**config.mk**
```make
export PLATFORM = sky130hd
export DESIGN_NAME = multi_push_fifo
export DESIGN_NICKNAME = d
export VERILOG_FILES = /design/src/rtl/fifo_pkg.sv /design/src/rtl/push_compactor.sv /design/src/rtl/multi_push_fifo.sv
export SDC_FILE = /design/constraint.sdc
export NUM_CORES = 1
export LEC_CHECK = 0
export BUFFER_PORTS_ARGS = -buffer_cell sky130_fd_sc_hd__buf_2
export CORE_MARGIN = 2
export CORE_UTILIZATION = 50
export DETAILED_ROUTE_END_ITERATION = 8
export PLACE_DENSITY = 0.75
export SLEW_MARGIN = 20
export SYNTH_ARGS = -nofsm -noshare
export SYNTH_HDL_FRONTEND = slang
export SYNTH_SLANG_ARGS = --single-unit
```
**constraint.sdc**
```tcl
create_clock -name clk -period 5.75 [get_ports clk]
set_clock_uncertainty 0.2 [all_clocks]
set_input_delay 0.575 -clock clk [delete_from_list [all_inputs] [get_ports clk]]
set_output_delay 0.575 -clock clk [all_outputs]
set_load 0.02 [all_outputs]
```
**src/rtl/fifo_pkg.sv**
```systemverilog
// Shared helpers for the FIFO family: pointer/count width sizing and population count.
package fifo_pkg;

    // Bits needed to index `depth` distinct values; never less than one.
    function automatic int ptr_width(input int depth);
        return (depth > 1) ? $clog2(depth) : 1;
    endfunction

    function automatic int unsigned popcount(input logic [31:0] v);
        int unsigned n;
        n = 0;
        for (int i = 0; i < 32; i++) begin
            n = n + {31'b0, v[i]};
        end
        return n;
    endfunction

endpackage

```
**src/rtl/push_compactor.sv**
```systemverilog
// Ranks same-cycle push requests by ascending port index and decides which fit in the free space.
module push_compactor
    import fifo_pkg::*;
#(
    parameter int NUM_PUSH   = 2,
    parameter int DEPTH_LOG2 = 4
) (
    input  logic [NUM_PUSH-1:0]                 push_valid,
    input  logic [DEPTH_LOG2+1:0]               free,
    output logic [NUM_PUSH-1:0][DEPTH_LOG2-1:0] offset,
    output logic [NUM_PUSH-1:0]                 accept,
    output logic [DEPTH_LOG2:0]                 n_acc,
    output logic                                drop
);
    localparam int PW = DEPTH_LOG2;
    localparam int XW = DEPTH_LOG2 + 2;

    logic [XW-1:0] w_n_req;
    logic [XW-1:0] w_rank;

    assign w_n_req = XW'(popcount(32'(push_valid)));

    // NOTE: blocking assignments here build a running prefix sum; each port sees the rank left by lower ports.
    always_comb begin
        w_rank = '0;
        offset = '0;
        accept = '0;
        for (int i = 0; i < NUM_PUSH; i++) begin
            offset[i] = w_rank[PW-1:0];
            accept[i] = push_valid[i] && (w_rank < free);
            if (push_valid[i]) begin
                w_rank = w_rank + XW'(1);
            end
        end
    end

    // free never exceeds DEPTH, so the narrower n_acc holds the minimum exactly.
    assign n_acc = (w_n_req < free) ? w_n_req[DEPTH_LOG2:0] : free[DEPTH_LOG2:0];
    assign drop  = (w_n_req > free);

endmodule

```
**src/rtl/multi_push_fifo.sv**
```systemverilog
// Circular-buffer FIFO with NUM_PUSH packed write ports and a registered show-ahead pop side.
module multi_push_fifo
    import fifo_pkg::*;
#(
    parameter int WIDTH      = 8,
    parameter int DEPTH_LOG2 = 4,
    parameter int NUM_PUSH   = 2
) (
    input  logic                      clk,
    input  logic                      rst_n,
    input  logic [NUM_PUSH-1:0]       push_valid,
    input  logic [NUM_PUSH*WIDTH-1:0] push_data,
    output logic                      push_ready,
    input  logic                      pop_ready,
    output logic                      pop_valid,
    output logic [WIDTH-1:0]          pop_data,
    output logic [DEPTH_LOG2:0]       count,
    output logic                      overflow
);
    localparam int DEPTH = 1 << DEPTH_LOG2;
    localparam int PW    = ptr_width(DEPTH);
    localparam int CW    = ptr_width(DEPTH + 1);
    localparam int XW    = CW + 1;

    logic [WIDTH-1:0] r_mem [DEPTH];
    logic [PW-1:0]    r_front;
    logic [PW-1:0]    r_back;
    logic [CW-1:0]    r_count;
    logic             r_push_ready;
    logic             r_pop_valid;
    logic [WIDTH-1:0] r_pop_data;
    logic             r_overflow;

    logic                         w_pop_fire;
    logic [XW-1:0]                w_free;
    logic [NUM_PUSH-1:0][PW-1:0]  w_offset;
    logic [NUM_PUSH-1:0]          w_accept;
    logic [CW-1:0]                w_n_acc;
    logic                         w_drop;
    logic [XW-1:0]                w_count_next;
    logic [PW-1:0]                w_front_next;
    logic [WIDTH-1:0]             w_head_data;

    assign w_pop_fire   = pop_ready & r_pop_valid;
    assign w_free       = XW'(DEPTH) - XW'(r_count) + XW'(w_pop_fire);
    assign w_count_next = XW'(r_count) + XW'(w_n_acc) - XW'(w_pop_fire);
    assign w_front_next = r_front + PW'(w_pop_fire);

    push_compactor #(
        .NUM_PUSH   (NUM_PUSH),
        .DEPTH_LOG2 (DEPTH_LOG2)
    ) u_compactor (
        .push_valid (push_valid),
        .free       (w_free),
        .offset     (w_offset),
        .accept     (w_accept),
        .n_acc      (w_n_acc),
        .drop       (w_drop)
    );

    // The new head may be a slot being written this edge; the array has not seen it yet.
    always_comb begin
        w_head_data = r_mem[w_front_next];
        for (int i = 0; i < NUM_PUSH; i++) begin
            if (w_accept[i] && ((r_back + w_offset[i]) == w_front_next)) begin
                w_head_data = push_data[i*WIDTH +: WIDTH];
            end
        end
    end

    // NOTE: the storage array is deliberately not reset; pointers and count define what is valid.
    always_ff @(posedge clk) begin
        for (int i = 0; i < NUM_PUSH; i++) begin
            if (w_accept[i]) begin
                r_mem[r_back + w_offset[i]] <= push_data[i*WIDTH +: WIDTH];
            end
        end
    end

    always_ff @(posedge clk or negedge rst_n) begin
        if (!rst_n) begin
            r_front      <= '0;
            r_back       <= '0;
            r_count      <= '0;
            r_push_ready <= 1'b1;
            r_pop_valid  <= 1'b0;
            r_pop_data   <= '0;
            r_overflow   <= 1'b0;
        end else begin
            r_front      <= w_front_next;
            r_back       <= r_back + PW'(w_n_acc);
            r_count      <= w_count_next[CW-1:0];
            r_push_ready <= (w_count_next <= XW'(DEPTH - NUM_PUSH));
            r_pop_valid  <= (w_count_next != '0);
            r_pop_data   <= w_head_data;
            if (w_drop) begin
                r_overflow <= 1'b1;
            end
        end
    end

    assign push_ready = r_push_ready;
    assign pop_valid  = r_pop_valid;
    assign pop_data   = r_pop_data;
    assign count      = r_count;
    assign overflow   = r_overflow;

endmodule

```
==> flow_summary.toml <==
[outcome]
outcome = "completed"

[clock_network]
clockRootBuffer = "clkbuf_16"
numClockSinks = 152
clkLatencyLatePin_ns = 0.44
cts_tree = "built"
cts_buffers = 17
h-tree-depth = 4
cts_setup_buffers = 0
cts.clk_slew.worst_paths_ns = 0.06
clockBufferDepth = 2

[floorplanning]
io_pins = 37
start_util_pct = 51.2
core-area_um2 = 16600
die_y_um = 134
rows = 47
die_area_um2 = 18000
die_w_um = 134

[setup_path]
crit_fanout = 6
critical_path.top_delay_family = "adder cells"
slowest_delay_ns = 0.47
path_cells = "nand2_1, ha_1, inv_1, ha_1, inv_1, ha_1, a21oi_1, nor2_1, mux2i_1, ha_1, inv_1, ha_1, a21o_1, a21o_1, a2111oi_0, a311oi_1, or4_1"
path_buf_inv = 3
crit_top_cell = "ha_1"
cp.required_ns = 5.86
crit_type = "reg -> reg"
slowest_stage = "or4_1"
critPathArrivalTime_ns = 4.52
end_kind = "flop"
crit_path_start_kind = "flop"

[global_route]
gr-total-overflow = 0
grt_pass1_vias = 5502
antenna_found_initial = 0
met1_usage_pct = 30.0
grtUsageTotal_pct = 23.9
grt_pass1_wl_um = 31600
met3_usage_pct = 4.61
grt_start_max_net_pins = 25
grt_use_met2_pct = 40.6
grt-busiest-layer = "met2"

[detailed_routing]
avgRoutedWirePerCell_um = 24.4
drt_wl_total_um = 20500
first_pass_iters = 7
antenna_left = 0
first_iter_violations = 463
routed_via_density = 6.24
drc = 0
vias = 5242

[pwr]
power_frac_comb_pct = 48.5
intPower_mw = 3.33
seqPwrFrac_pct = 31.1
powerDensity_nw_per_um2 = 569
p_sw_mw = 2.09
ir_drop_mv = 0.594
p_leak_nw = 3.43
swShare_pct = 38.6
power_frac_clock_pct = 20.4

[finish]
fin_util_pct = 57.4
synthToLayoutAreaGrowth_pct = 12.0
diodes = 0
finalNetCount = 651
drive_above_1_share_pct = 43.5

[timing]
relSlewSlack_pct = 27.4
min_period_over_period_pct = 76.6
fin_crit_ns = 4.40
fmax_ghz = 0.227
worst_pin_slew_ns = 1.09
maxSlewViolCount = 0
hold_viol_final = 0
rsz0062_at_grt = "false"
tns_ns = 0
holdWs_ns = 0.269
finalSetupViolCount = 0

[synthesis]
synth_largest_area_cell = "edfxtp_1"
synth-seq-cells = 152
yosysMostFrequentCell = "mux2_2"
synth.distinct_cells = 50
synthArstFlopShare_pct = 15.8
yosys-top-cells-count = "mux2_2 (129), edfxtp_1 (128), mux4_2 (32)"
yosysSeqAreaShare_pct = 52.4
ys_top_cells_by_area = "edfxtp_1 (45%), mux2_2 (17%), mux4_2 (8.5%), dfrtp_1 (6.8%), mux2i_1 (3.2%)"
ys_warn_count = 0
synth_top_area_share_pct = 45.3
synth_edf_count = 128
syn_inst = 567
ys.flop_type = "edfxtp_1"
avgSynthCellArea_um2 = 15.0
syn_area_um2 = 8490

[placement]
place.port_buffers = 36
gp_congestion = 0.883
dp_hpwl_um = 13700

[min_path]
hold_path.class = "reg -> reg"

[job]
max-cap-violations = 0
==> logic make-up (layout without fill, tap and decap cells) <==
kind of cell	after synthesis	after routing	synth area share [%]
DFF	152	152	52.4
and+or+nand+nor	81	81	6.25
AOI/OAI and AO/OA	50	50	3.62
buffers and inverters	52	104	2.52
muxes	188	188	28.8
adders and majority gates	23	23	3.57
other	2	3	0.0884
xor gates and xnor gates	19	19	2.83
==> layout make-up <==
type	count	area (um^2)
clock inverter	11	126
tap	220	275
timing repair buffer	52	303
multi-input combinational	364	3840
fill	1328	7070
clock buffer	21	450
inverter	20	75.1
sequential	152	4450
==> final timing paths <==
path                           start         end  slack, ns  cells after the start
setup / recovery           pop_valid   pop_valid       1.35                     17
setup reg to reg           pop_valid   pop_valid       1.35                     17
hold reg to reg             overflow    overflow       0.27                      1
min in group asynchronous      rst_n    count[4]       0.45                      2
hold / removal              overflow    overflow       0.27                      1
max in group asynchronous      rst_n  push_ready       4.53                      2
==> layer usage <==
metal	vias to the layer above	share of wire (%)
met5	-	0
met4	0	3.4
met3	47	6.1
met2	212	50
met1	2679	40
li1	2304	-
==> timing repair <==
item	in CTS	in global routing
hold buffers	1	0
gates resized for setup	0	0
hold endpoints to repair	23	0
setup endpoints to repair	0	0
==> power by group through the flow <==
| stage | Combinational (mW) | Sequential (mW) | Clock [mW] |
|---|---|---|---|
| 2_1_floorplan | 1.87 | 1.71 | 0 |
| 3_3_place_gp | 2.52 | 1.69 | 0 |
| 3_5_place_dp | 2.59 | 1.71 | 0 |
| 4_1_cts | 2.61 | 1.69 | 1.11 |
| 5_1_grt | 2.80 | 1.71 | 1.15 |
| 6_report | 2.63 | 1.69 | 1.10 |
==> sequential cells by signal, summed over array words and instances (netlist names) <==
signal,cells
r_mem,128
r_front,4
pop_valid,1
pop_data,8
push_ready,1
overflow,1
r_back,4
count,5
==> placed cells by master, fill, tap and decap left out, types with 5 or more instances in the layout <==
cell / instances
o21ai_0: 21
nor2_1: 15
nand3_1: 12
inv_1: 20
ha_1: 20
nand3_2: 17
xnor2_1: 8
clkbuf_16: 17
buf_4: 15
edfxtp_1: 128
mux2i_1: 27
buf_2: 36
a21o_1: 7
dfrtp_1: 23
mux4_2: 32
xor2_1: 5
mux2_2: 129
nor4_1: 9
a31oi_1: 7
==> worst register-to-register path, cell delays in order, from the launching register on <==
cell	delay [ns]
dfrtp_1	0.38
nand2_1	0.09
ha_1	0.19
inv_1	0.06
ha_1	0.37
inv_1	0.08
ha_1	0.30
a21oi_1	0.06
nor2_1	0.34
mux2i_1	0.14
ha_1	0.34
inv_1	0.06
ha_1	0.29
a21o_1	0.18
a21o_1	0.22
a2111oi_0	0.43
a311oi_1	0.11
or4_1	0.47
==> stage by stage <==
step / power (mW) / std cells / setup slack [ns] / area, um^2
after floorplan: 3.58 / 568 / 1.46 / 8500
after global placement: 4.21 / 807 / 1.16 / 8930
after detailed placement: 4.30 / 807 / 1.01 / 8930
after CTS: 5.41 / 840 / 1.32 / 9510
after global routing: 5.67 / 840 / 0.992 / 9510
final: 5.42 / 840 / 1.35 / 9510
(Power assumes the default switching activity.)
